$ cat src/rtl/config_regfile.sv
// Configuration register bank written over a valid/ack handshake, with a key-based
// write lock at address 15, a flat configuration bus and a registered read port.
module config_regfile #(
    parameter int         ACK_DELAY  = 2,
    parameter logic [3:0] LOCK_KEY   = 4'hA,
    parameter logic [3:0] UNLOCK_KEY = 4'h5
) (
    input  logic        clk,
    input  logic        rst,
    input  logic        valid,
    input  logic [3:0]  address,
    input  logic [3:0]  data,
    output logic        ack,
    input  logic [3:0]  rd_addr,
    output logic [3:0]  rd_data,
    output logic [59:0] cfg_bus,
    output logic        locked,
    output logic [7:0]  reject_cnt
);

    typedef enum logic [2:0] {IDLE, DELAY, ACK, HOLD, REJECT} state_t;

    localparam logic [2:0] CNT_LAST = (ACK_DELAY > 0) ? 3'(ACK_DELAY - 1) : 3'd0;

    state_t     state;
    state_t     next_state;
    logic [3:0] lat_addr;
    logic [3:0] lat_data;
    logic [2:0] cnt;
    logic [3:0] regs [0:14];

    logic       commit;
    logic [3:0] commit_addr;
    logic [3:0] commit_data;

    always_comb begin
        next_state = state;
        case (state)
            IDLE: begin
                if (valid) begin
                    if (locked && address != 4'hF)
                        next_state = REJECT;
                    else if (ACK_DELAY == 0)
                        next_state = ACK;
                    else
                        next_state = DELAY;
                end
            end
            DELAY:   if (cnt == CNT_LAST) next_state = ACK;
            ACK:     next_state = HOLD;
            HOLD:    if (!valid) next_state = IDLE;
            REJECT:  if (!valid) next_state = IDLE;
            default: next_state = IDLE;
        endcase
    end

    // With zero delay the commit edge is also the capture edge, so the live inputs are used.
    always_comb begin
        commit      = (next_state == ACK) && (state != ACK);
        commit_addr = (state == IDLE) ? address : lat_addr;
        commit_data = (state == IDLE) ? data    : lat_data;
    end

    always_ff @(posedge clk) begin
        if (rst) begin
            state      <= IDLE;
            lat_addr   <= '0;
            lat_data   <= '0;
            cnt        <= '0;
            ack        <= 1'b0;
            rd_data    <= '0;
            locked     <= 1'b0;
            reject_cnt <= '0;
            for (int i = 0; i < 15; i++)
                regs[i] <= '0;
        end else begin
            state <= next_state;
            ack   <= (next_state == ACK);

            if (state == IDLE && valid) begin
                lat_addr <= address;
                lat_data <= data;
                cnt      <= '0;
            end else if (state == DELAY) begin
                cnt <= cnt + 3'd1;
            end

            if (commit) begin
                if (commit_addr == 4'hF) begin
                    if (commit_data == LOCK_KEY)
                        locked <= 1'b1;
                    else if (commit_data == UNLOCK_KEY)
                        locked <= 1'b0;
                end else begin
                    regs[commit_addr] <= commit_data;
                end
            end

            if (state != REJECT && next_state == REJECT && reject_cnt != 8'hFF)
                reject_cnt <= reject_cnt + 8'd1;

            // Reads see the pre-commit contents when they coincide with a write.
            rd_data <= (rd_addr == 4'hF) ? {3'b000, locked} : regs[rd_addr];
        end
    end

    always_comb begin
        cfg_bus = '0;
        for (int n = 0; n < 15; n++)
            cfg_bus[4*n +: 4] = regs[n];
    end

endmodule
$ cat config.mk
export PLATFORM = sky130hd
export DESIGN_NAME = config_regfile
export DESIGN_NICKNAME = d
export VERILOG_FILES = /design/src/rtl/config_regfile.sv
export SDC_FILE = /design/constraint.sdc
export NUM_CORES = 1
export LEC_CHECK = 0
export ABC_AREA = 1
export ABC_CLOCK_PERIOD_IN_PS = 4360
export BUFFER_PORTS_ARGS = -buffer_cell sky130_fd_sc_hd__clkbuf_2
export CAP_MARGIN = 20
export CORE_MARGIN = 1.5
export CORE_UTILIZATION = 40
export DETAILED_ROUTE_END_ITERATION = 7
export GPL_TIMING_DRIVEN = 0
export SLEW_MARGIN = 15
export SYNTH_ARGS = -nofsm -noshare
export SYNTH_HDL_FRONTEND = slang
export SYNTH_SLANG_ARGS = --single-unit
$ cat constraint.sdc
create_clock -name clk -period 4.36 [get_ports clk]
set_input_delay 0.218 -clock clk [delete_from_list [all_inputs] [get_ports clk]]
set_output_delay 0.218 -clock clk [all_outputs]
set_load 0.01 [all_outputs]
==> metrics.csv <==
metric,value,unit
min cycle time layout,2240,ps
CP required,4430,ps
Clock Root Buffer,clkbuf_8,
Hold EP,lat_data[0]$_SDFFE_PP0P_,
most numerous cell in the Yosys netlist,nor2_1,
via count,3772,
Worst Tran Pin Value,695,ps
Nets,612,
Mapped Cells,496,
Slew Limit Headroom,0.537,
FMAX,445,MHz
gp weighted congestion,0.852,
mean routed wirelength per cell,15.9,um
mux contribution to synthesized area,0,
TritonRoute pass-1 iters,7,
TritonCTS Buffers,9,
CTS tree,yes,
fraction of layout cells with a size suffix above 1,0.214,
largest family of logic cells by synthesized area,simple AND/OR/NAND/NOR gates,
area delta synth->final,18.7,%
Hold WC Path Type,input pin to register,
Total Neg Setup Slack,0,ps
maxcap violations,0,
CP endpoint kind,register,
IO buf count,85,
outcome,"finished, final reports clean",
Die Height,107,um
RSZ-0062 raised after global routing,false,
Pwr Density,358,nW/um2
setup repair bufs after CTS,0,
hold buffers post-CTS,0,
gr usage total,0.208,
worst reg2reg path endpoint,regs[8][0]$_SDFFCE_PN0P_,
hold depth,3,
Final WS setup,2120,ps
"top cells by area, synth","edfxtp_1 (44%), dfxtp_1 (13%), nor2_1 (10%)",
Place WS,2150,ps
Starting Density,0.415,
period utilisation layout,0.515,
Die ar.,11400,um2
worst-case clock buffer depth,2,
Worst-path clk slew,90,ps
Worst IR Drop VDD,0.000205,V
post-route ant nets,0,
die width,107,um
post-synth design cell area,4330,um2
r2r startpoint,state[1]$_SDFF_PP0_,
critical path arrival,2310,ps
largest net degree at the start of global routing,17,
core area,10400,um2
1st-iter DRT viols,240,
largest area contributor in the netlist,edfxtp_1,
vias in the first global route,3523,
Num Clock Sinks,91,
Inserted Diodes,0,
Worst setup SP type,register,
# DRC,0,
Yosys reg bits,91,
GR Overflow Total,0,
sequential fraction of the synthesis area,0.567,
critical hold path startpoint,data[0],
xor and xnor area share after synthesis,0.0101,
asr flop ratio synth,0,
most instantiated cells after synthesis,"nor2_1 (121), nand2_1 (80), edfxtp_1 (63)",
Main synth FF type,edfxtp_1,
simple-gate share of the synthesized area,0.261,
synthesized area per cell,8.72,um2
Post-synth EDFFs,63,
Synth cell types,33,
Resized cells post-CTS,0,
share of the synthesized area in the top cell type,0.437,
"Hold Violations, Final",0,
CP Class,register to register,
Top Ports,89,
yosys warns,0,
routed wire length,11700,um
endpoints failing setup,0,
Vias/cell,5.13,
H-tree Lvls,3,
R2R setup slack,2120,ps
Pleak,0.00221,uW
clk_lat worst skew,360,ps
skew final,14.2,ps
Site Rows,37,
Final HPWL DP,8640,um
Post-Synth Adder-Cell Area,0.00868,
count of pins over their slew limit,0,
Worst Path Max Fanout,10,
Worst Reg2Reg Path Length in Cells,8,
antenna violations before repair,0,
Compound-Gate Fraction of Synth Area,0.0951,
first-pass GRT wire length,18000,um
registers in the layout, summed over array words and instances (netlist names):
signal      count
locked          1
reject_cnt      8
cnt             3
ack             1
lat_data        4
rd_data         4
lat_addr        4
regs           63
state           3
logic make-up (layout without fill, tap and decap cells):
group,after synthesis,count (layout)
simple gates,259,259
fa+ha+maj,3,3
buf+inv,62,163
other cells,1,3
xor+xnor,5,5
compound gates,75,75
flops,91,91
critical path, stage by stage, from the launching register on:
cell      delay [ps]
dfxtp_1          380
nor2_2           160
buf_4            180
nand3b_1          80
nand2_1          140
inv_1             70
nor2_1           490
nand2_1          240
nand2_1          210
cells in the final DEF, fill, tap and decap left out, types with 4 or more instances in the layout:
| cell | netlist | final |
|---|---|---|
| clkbuf_2 | 0 | 85 |
| inv_1 | 37 | 37 |
| nand3_1 | 24 | 24 |
| o22ai_1 | 8 | 8 |
| nand2_2 | 13 | 13 |
| dfxtp_1 | 28 | 28 |
| clkbuf_1 | 16 | 17 |
| edfxtp_1 | 63 | 63 |
| a21oi_1 | 9 | 9 |
| nand3b_1 | 5 | 5 |
| nand2_1 | 80 | 80 |
| o211ai_1 | 7 | 7 |
| nand4_1 | 4 | 4 |
| nor2_1 | 121 | 121 |
| a31oi_1 | 4 | 4 |
| clkbuf_8 | 0 | 10 |
| o21ai_0 | 44 | 44 |
per-stage QoR:
stage,power [uW],hold WS [ps],area [um2],utilization,std cells
after floorplan,1160,357,4330,-,498
after global routing,1900,128,5130,0.493,735
final,1840,120,5130,0.493,735
after CTS,1840,120,5130,0.493,735
after detailed placement,1270,477,4930,0.473,719
after global placement,1260,463,4930,0.473,719
cell type report:
| class | count | area (um2) |
|---|---|---|
| clock inverters | 5 | 62.6 |
| plain buffers | 22 | 98.8 |
| clock buffers | 11 | 141 |
| multi-input cells | 345 | 1630 |
| inverters | 40 | 150 |
| fillers | 1003 | 5280 |
| flip-flops and latches | 91 | 2450 |
| repair buffers | 85 | 425 |
| well taps | 136 | 170 |
per-layer routing:
metal  global-route usage  up-vias  share of wire  wire [um]
met1                0.271     1744           0.43       4970
met2                0.343      166           0.48       5640
met3               0.0395       21          0.068        794
li1                     -     1841              -          -
met4               0.0819        0          0.021        243
met5                    0        -              0          0
worst max path at each step:
stage,startpoint,endpoint,slack (ps)
floorplan,state[1]$_SDFF_PP0_,regs[10][0]$_SDFFCE_PN0P_,2620
global placement,state[1]$_SDFF_PP0_,regs[8][1]$_SDFFCE_PN0P_,2190
detailed placement,state[1]$_SDFF_PP0_,regs[8][0]$_SDFFCE_PN0P_,2150
CTS,state[1]$_SDFF_PP0_,regs[9][0]$_SDFFCE_PN0P_,2130
global route,state[1]$_SDFF_PP0_,regs[9][0]$_SDFFCE_PN0P_,2020
finish,state[1]$_SDFF_PP0_,regs[8][0]$_SDFFCE_PN0P_,2120
report_power, final:
part           switching [uW]  internal [uW]  total [uW]
sequential               19.0            955         974
combinational             201           72.3         273
clock                     307            285         591
total                     526           1310        1840
No activity file was read; power rests on OpenSTA's default activity.
